File: config.mk
export PLATFORM = sky130hd
export DESIGN_NAME = motor_speed_arbiter
export DESIGN_NICKNAME = d
export VERILOG_FILES = /design/src/rtl/motor_speed_arbiter_pkg.sv /design/src/rtl/motor_speed_arbiter_ramp.sv /design/src/rtl/motor_speed_arbiter.sv
export SDC_FILE = /design/constraint.sdc
export NUM_CORES = 1
export LEC_CHECK = 0
export BUFFER_PORTS_ARGS = -buffer_cell sky130_fd_sc_hd__buf_4
export CAP_MARGIN = 20
export CORE_MARGIN = 2
export CORE_UTILIZATION = 51
export CTS_BUF_LIST = sky130_fd_sc_hd__clkbuf_16
export CTS_CLUSTER_SIZE = 8
export DETAILED_ROUTE_END_ITERATION = 6
export GPL_TIMING_DRIVEN = 1
export PLACE_DENSITY = 0.77
export SKIP_LAST_GASP = 1
export SLEW_MARGIN = 0
export SYNTH_ARGS = -nofsm -noshare
export SYNTH_HDL_FRONTEND = slang
export SYNTH_SLANG_ARGS = --single-unit
File: constraint.sdc
create_clock -name clk -period 1.75 [get_ports clk]
set_clock_uncertainty 0.15 [all_clocks]
set_input_delay 0.2625 -clock clk [delete_from_list [all_inputs] [get_ports clk]]
set_output_delay 0.2625 -clock clk [all_outputs]
set_load 0.05 [all_outputs]
File: src/rtl/motor_speed_arbiter_pkg.sv
// Shared speed-level and ownership encodings for the motor speed path and PWM generators.
// Latency: none (types only).
// Backpressure: not applicable.
package motor_pkg;

    typedef enum logic [1:0] {
        SPD_STOP    = 2'd0,
        SPD_SLOW    = 2'd1,
        SPD_FAST    = 2'd2,
        SPD_FASTEST = 2'd3
    } speed_level_t;

    typedef enum logic [1:0] {
        OWN_NONE = 2'd0,
        OWN_MAN  = 2'd1,
        OWN_NAV  = 2'd2
    } owner_t;

endpackage

File: src/rtl/motor_speed_arbiter_ramp.sv
// One-level ramp step for a single motor: moves current toward target on a tick.
// Latency: combinational.
// Backpressure: none; saturates at the target, so it never overshoots or wraps.
module motor_ramp_step (
    input  logic [1:0] target_i,
    input  logic [1:0] current_i,
    input  logic       tick_i,
    output logic [1:0] next_o,
    output logic       changed_o
);

    // Step one level toward the target only when a ramp tick is present.
    always_comb begin
        next_o = current_i;
        if (tick_i) begin
            if (current_i < target_i) begin
                next_o = current_i + 2'd1;
            end else if (current_i > target_i) begin
                next_o = current_i - 2'd1;
            end
        end
        changed_o = (next_o != current_i);
    end

endmodule

File: src/rtl/motor_speed_arbiter.sv
// Arbitrates manual vs navigation speed commands, ramps each motor toward its target, nav watchdog.
// Latency: command latched one cycle after transfer; speed steps on free-running ramp ticks.
// Backpressure: acks are combinational from req and owner; manual always wins, nav waits while MAN owns.
module motor_speed_arbiter
    import motor_pkg::*;
#(
    parameter int RAMP_CYCLES    = 256,
    parameter int TIMEOUT_CYCLES = 65536
) (
    input  logic       clk,
    input  logic       reset,
    input  logic       man_req,
    input  logic [1:0] man_speed_l,
    input  logic [1:0] man_speed_r,
    output logic       man_ack,
    input  logic       nav_req,
    input  logic [1:0] nav_speed_l,
    input  logic [1:0] nav_speed_r,
    output logic       nav_ack,
    output logic [1:0] speed_l,
    output logic [1:0] speed_r,
    output logic       speed_update,
    output logic [1:0] owner,
    output logic       ramping,
    output logic       wdog_trip
);

    localparam int TICK_W = (RAMP_CYCLES > 2) ? $clog2(RAMP_CYCLES) : 1;
    localparam int WD_W   = (TIMEOUT_CYCLES > 2) ? $clog2(TIMEOUT_CYCLES) : 1;
    localparam logic [TICK_W-1:0] TICK_RELOAD = TICK_W'(RAMP_CYCLES - 1);
    localparam logic [WD_W-1:0]   WD_LAST     = WD_W'(TIMEOUT_CYCLES - 1);

    logic [TICK_W-1:0] tick_q, tick_d;
    logic [WD_W-1:0]   wd_q, wd_d;
    owner_t            owner_q, owner_d;
    logic [1:0]        tgt_l_q, tgt_l_d, tgt_r_q, tgt_r_d;
    logic [1:0]        spd_l_q, spd_l_d, spd_r_q, spd_r_d;
    logic              upd_q, upd_d;
    logic              trip_q, trip_d;

    logic              man_xfer, nav_xfer, tick, trip_cond, force_stop, idle;
    logic [1:0]        step_l, step_r;
    logic              chg_l, chg_r;

    assign man_ack  = man_req;
    assign nav_ack  = nav_req & ~man_req & (owner_q != OWN_MAN);
    assign man_xfer = man_ack;
    assign nav_xfer = nav_ack;

    assign tick       = (tick_q == '0);
    // Nav went silent too long; a same-cycle manual command takes over instead of stopping.
    assign trip_cond  = (owner_q == OWN_NAV) && (wd_q == WD_LAST) && !nav_xfer;
    assign force_stop = trip_cond && !man_xfer;
    assign idle       = (tgt_l_q == 2'd0) && (tgt_r_q == 2'd0) &&
                        (spd_l_q == 2'd0) && (spd_r_q == 2'd0);

    motor_ramp_step u_ramp_l (
        .target_i  (tgt_l_q),
        .current_i (spd_l_q),
        .tick_i    (tick),
        .next_o    (step_l),
        .changed_o (chg_l)
    );

    motor_ramp_step u_ramp_r (
        .target_i  (tgt_r_q),
        .current_i (spd_r_q),
        .tick_i    (tick),
        .next_o    (step_r),
        .changed_o (chg_r)
    );

    // Next-state for targets, speeds, owner FSM, tick and watchdog counters.
    always_comb begin
        tgt_l_d = tgt_l_q;
        tgt_r_d = tgt_r_q;
        spd_l_d = step_l;
        spd_r_d = step_r;
        upd_d   = chg_l | chg_r;
        trip_d  = force_stop;
        owner_d = owner_q;
        tick_d  = tick ? TICK_RELOAD : tick_q - 1'b1;

        if (man_xfer) begin
            tgt_l_d = man_speed_l;
            tgt_r_d = man_speed_r;
        end else if (nav_xfer) begin
            tgt_l_d = nav_speed_l;
            tgt_r_d = nav_speed_r;
        end else if (force_stop) begin
            tgt_l_d = SPD_STOP;
            tgt_r_d = SPD_STOP;
        end

        // A watchdog stop bypasses the ramp entirely.
        if (force_stop) begin
            spd_l_d = SPD_STOP;
            spd_r_d = SPD_STOP;
            upd_d   = (spd_l_q != 2'd0) || (spd_r_q != 2'd0);
        end

        case (owner_q)
            OWN_NONE: begin
                if (man_xfer)      owner_d = OWN_MAN;
                else if (nav_xfer) owner_d = OWN_NAV;
            end
            OWN_MAN: begin
                if (!man_xfer && idle) owner_d = OWN_NONE;
            end
            OWN_NAV: begin
                if (man_xfer)        owner_d = OWN_MAN;
                else if (force_stop) owner_d = OWN_NONE;
                else if (!nav_xfer && idle) owner_d = OWN_NONE;
            end
            default: owner_d = OWN_NONE;
        endcase

        // Watchdog only runs while nav stays in control and is quiet.
        if (owner_d != OWN_NAV || nav_xfer) wd_d = '0;
        else                                 wd_d = wd_q + 1'b1;
    end

    // State registers with synchronous reset.
    always_ff @(posedge clk) begin
        if (reset) begin
            tick_q  <= TICK_RELOAD;
            wd_q    <= '0;
            owner_q <= OWN_NONE;
            tgt_l_q <= SPD_STOP;
            tgt_r_q <= SPD_STOP;
            spd_l_q <= SPD_STOP;
            spd_r_q <= SPD_STOP;
            upd_q   <= 1'b0;
            trip_q  <= 1'b0;
        end else begin
            tick_q  <= tick_d;
            wd_q    <= wd_d;
            owner_q <= owner_d;
            tgt_l_q <= tgt_l_d;
            tgt_r_q <= tgt_r_d;
            spd_l_q <= spd_l_d;
            spd_r_q <= spd_r_d;
            upd_q   <= upd_d;
            trip_q  <= trip_d;
        end
    end

    assign speed_l      = spd_l_q;
    assign speed_r      = spd_r_q;
    assign speed_update = upd_q;
    assign owner        = owner_q;
    assign wdog_trip    = trip_q;
    assign ramping      = (spd_l_q != tgt_l_q) | (spd_r_q != tgt_r_q);

endmodule

==> results_dict.tcl <==
set metrics [dict create \
    drc 0 \
    required_ns 1.34 \
    syn_nets 228 \
    wirelength_um 3949 \
    worstPathMaxFanout 4 \
    hold_ws_ns 0.1156 \
    wl_per_cell_um 13.39 \
    initial_core_util_pct 54.14 \
    pre_cts_ws_ns 0.03089 \
    dieArea_um2 4124 \
    final_util_pct 71.39 \
    swShare_pct 23.36 \
    antenna_cells 0 \
    vias 1617 \
    finalSetupViolations 0 \
    yosysWarnings 0 \
    first_iter_violations 68 \
    portBuffers 22 \
    synth-seq-cells 36 \
    coreArea_um2 3416 \
    tightest_slew_ns 0.3846 \
    grtUsageTotal_pct 19.46 \
    worstSkewPairLatency_ns 0.28 \
    cts-buffers-inserted 5 \
    dp_hpwl_um 2720 \
    synthToLayoutAreaGrowth_pct 31.87 \
    ctsRootBufferMaster "clkbuf_16" \
    netSwitchingPower_uw 437.7 \
    irDropWorstVdd_v 0.0004776 \
    final_nets 268 \
    final_max_slew_viol_count 0 \
    ys.flop_type "dfxtp_1" \
    critical_path_class "reg -> out" \
    power_frac_seq_pct 45.4 \
    netlist_instances 208 \
    min_period_ns 1.736 \
    synth_edf_count 0 \
    hold_viol 0 \
    die_h_um 64.22 \
    tritoncts "yes" \
    layout_common_cells "buf_4, dfxtp_1, nor2_1" \
    comb_power_share_pct 11.1 \
    antenna_found_initial 0 \
    async_flop_share_pct 0 \
    fin_ws_ns 0.01380 \
    cp-end-kind "output pin" \
    pwr_density_cell_nw_per_um2 768.3 \
    final_common_cell "buf_4" \
    core.rowCount 21 \
    cap_violations 0 \
    finalWeightedCongestion 0.8071 \
    grt_pass1_vias 1506 \
    clk_pin_slew_ns 0.05 \
    crit_arrival_ns 1.32 \
    clockBufferDepth 2 \
    relSlewSlack_pct 74.28 \
    grt_max_degree 17 \
    avgSynthCellArea_um2 8.891 \
    drive_gt1_share_pct 30.12 \
    postCtsHoldBufs 0 \
    netlist_area_um2 1849 \
    ioPinCount 23 \
    hold_path_class "in -> reg" \
    power_leakage_nw 0.9340 \
    yosysSeqAreaShare_pct 38.97 \
    n_fill_cell 260 \
    grt_pass1_wl_um 6334 \
    synth_cell_types 46 \
    finalCritPeriodShare_pct 99.21 \
    h-tree-depth 2 \
    p_clk_share_pct 43.5 \
    overflow 0 \
    ant_nets 0 \
    cp-start-kind "register" \
    rsz0062_at_grt "yes" \
    total_power_mw 1.874 \
    die_w_um 64.22 \
    p_int_mw 1.436 \
    numClockSinks 36 \
    status "completed" \
    fmax_ghz 0.5760 \
    via_per_inst 5.481 \
    drtPass1Iterations 4 \
]
==> synthesized netlist by cell type, drive strengths merged (2+ instances only) <==
cell | number | area (um^2)
a21oi | 9 | 45.04
and4 | 2 | 17.52
xor2 | 7 | 61.31
buf | 3 | 23.77
nand4 | 5 | 37.53
o21ai | 9 | 45.04
and3 | 2 | 13.77
dfxtp | 36 | 720.7
o211a | 2 | 20.02
a32oi | 4 | 35.03
nor3 | 6 | 52.55
nor2 | 23 | 86.33
or3 | 5 | 31.28
a31oi | 2 | 12.51
a21o | 2 | 23.77
xnor2 | 10 | 87.58
nand3 | 13 | 70.07
o22ai | 4 | 25.02
a221oi | 2 | 17.52
nor2b | 2 | 12.51
ha | 8 | 100.1
inv | 15 | 56.30
o22a | 2 | 17.52
nand2b | 5 | 38.78
nand2 | 16 | 60.06
nor4 | 2 | 12.51
==> logic make-up (layout without fill, tap and decap cells) <==
kind of cell,after synthesis,count (layout),synth area share (%)
AOI/OAI and AO/OA,41,42,16.58
xor gates and xnor gates,17,17,8.051
DFF,36,36,38.97
adders and majority gates,8,8,5.413
buffers and inverters,19,59,4.533
and+or+nand+nor,87,87,26.45
==> flip-flops by register name, indices dropped and copies added, names as in the netlist <==
register / flops
speed_r: 2
tgt_l_q: 2
tgt_r_q: 2
wd_q: 16
tick_q: 8
wdog_trip: 1
owner: 2
speed_update: 1
speed_l: 2
==> routing by layer <==
metal | vias to the layer above | share of wire, % | global-route usage (%)
met3 | 7 | 4.3 | 4.754
met4 | 0 | 1.4 | 8.511
li1 | 835 | - | -
met2 | 30 | 49 | 33.46
met5 | - | 0 | 0
met1 | 745 | 46 | 22.87
==> worst paths after layout <==
path                           start                      end  slack [ns]  cells after the start
min reg2reg     tick_q[0]$_SDFF_PP1_     tick_q[0]$_SDFF_PP1_        0.26                      1
max          tgt_l_q[0]$_SDFFE_PP0P_                  ramping        0.01                      4
min                            reset  speed_update$_SDFF_PP0_        0.12                      2
max reg2reg  tgt_r_q[1]$_SDFFE_PP0P_    speed_r[0]$_SDFF_PP0_        0.06                      6
==> power groups by stage <==
| stage | Combinational [mW] | Sequential [mW] | Clock, mW |
|---|---|---|---|
| after floorplan | 0.123 | 0.874 | 0 |
| after global placement | 0.191 | 0.866 | 0 |
| after detailed placement | 0.195 | 0.866 | 0 |
| after CTS | 0.199 | 0.849 | 0.827 |
| after global routing | 0.228 | 0.852 | 0.855 |
| final | 0.207 | 0.851 | 0.816 |
==> through the flow <==
stage	instance area, um^2	std cells	TNS [ns]
after floorplan	1919	208	-0.3966
after global placement	2197	283	0
after detailed placement	2197	283	0
after CTS	2337	291	0
after global routing	2439	295	-0.1124
final	2439	295	0
==> cell type report <==
cell class / instances / area [um^2] / share of cell area (%)
Clock buffer: 5 / 125.1 / 5.131
Tap cell: 46 / 57.56 / 2.360
Clock inverter: 3 / 11.26 / 0.4618
Timing Repair Buffer: 36 / 274.0 / 11.24
Sequential cell: 36 / 743.2 / 30.48
Multi-Input combinational cell: 154 / 1166 / 47.82
Inverter: 15 / 61.31 / 2.514
==> critical path, cell delays in order (launching register included) <==
cell     delay (ns)
dfxtp_1        0.32
buf_4          0.14
ha_4           0.28
nand4_1        0.12
buf_6          0.19
==> repair_timing <==
| action | 4_1_cts | 5_1_grt |
|---|---|---|
| pin swaps | 0 | 7 |
| resized for setup | 1 | 14 |
| setup endpoints to repair | 1 | 26 |
| cloned | 0 | 1 |
| setup buffers | 0 | 3 |
| hold endpoints to repair | 0 | 0 |
No activity file was read; power rests on OpenSTA's default activity.
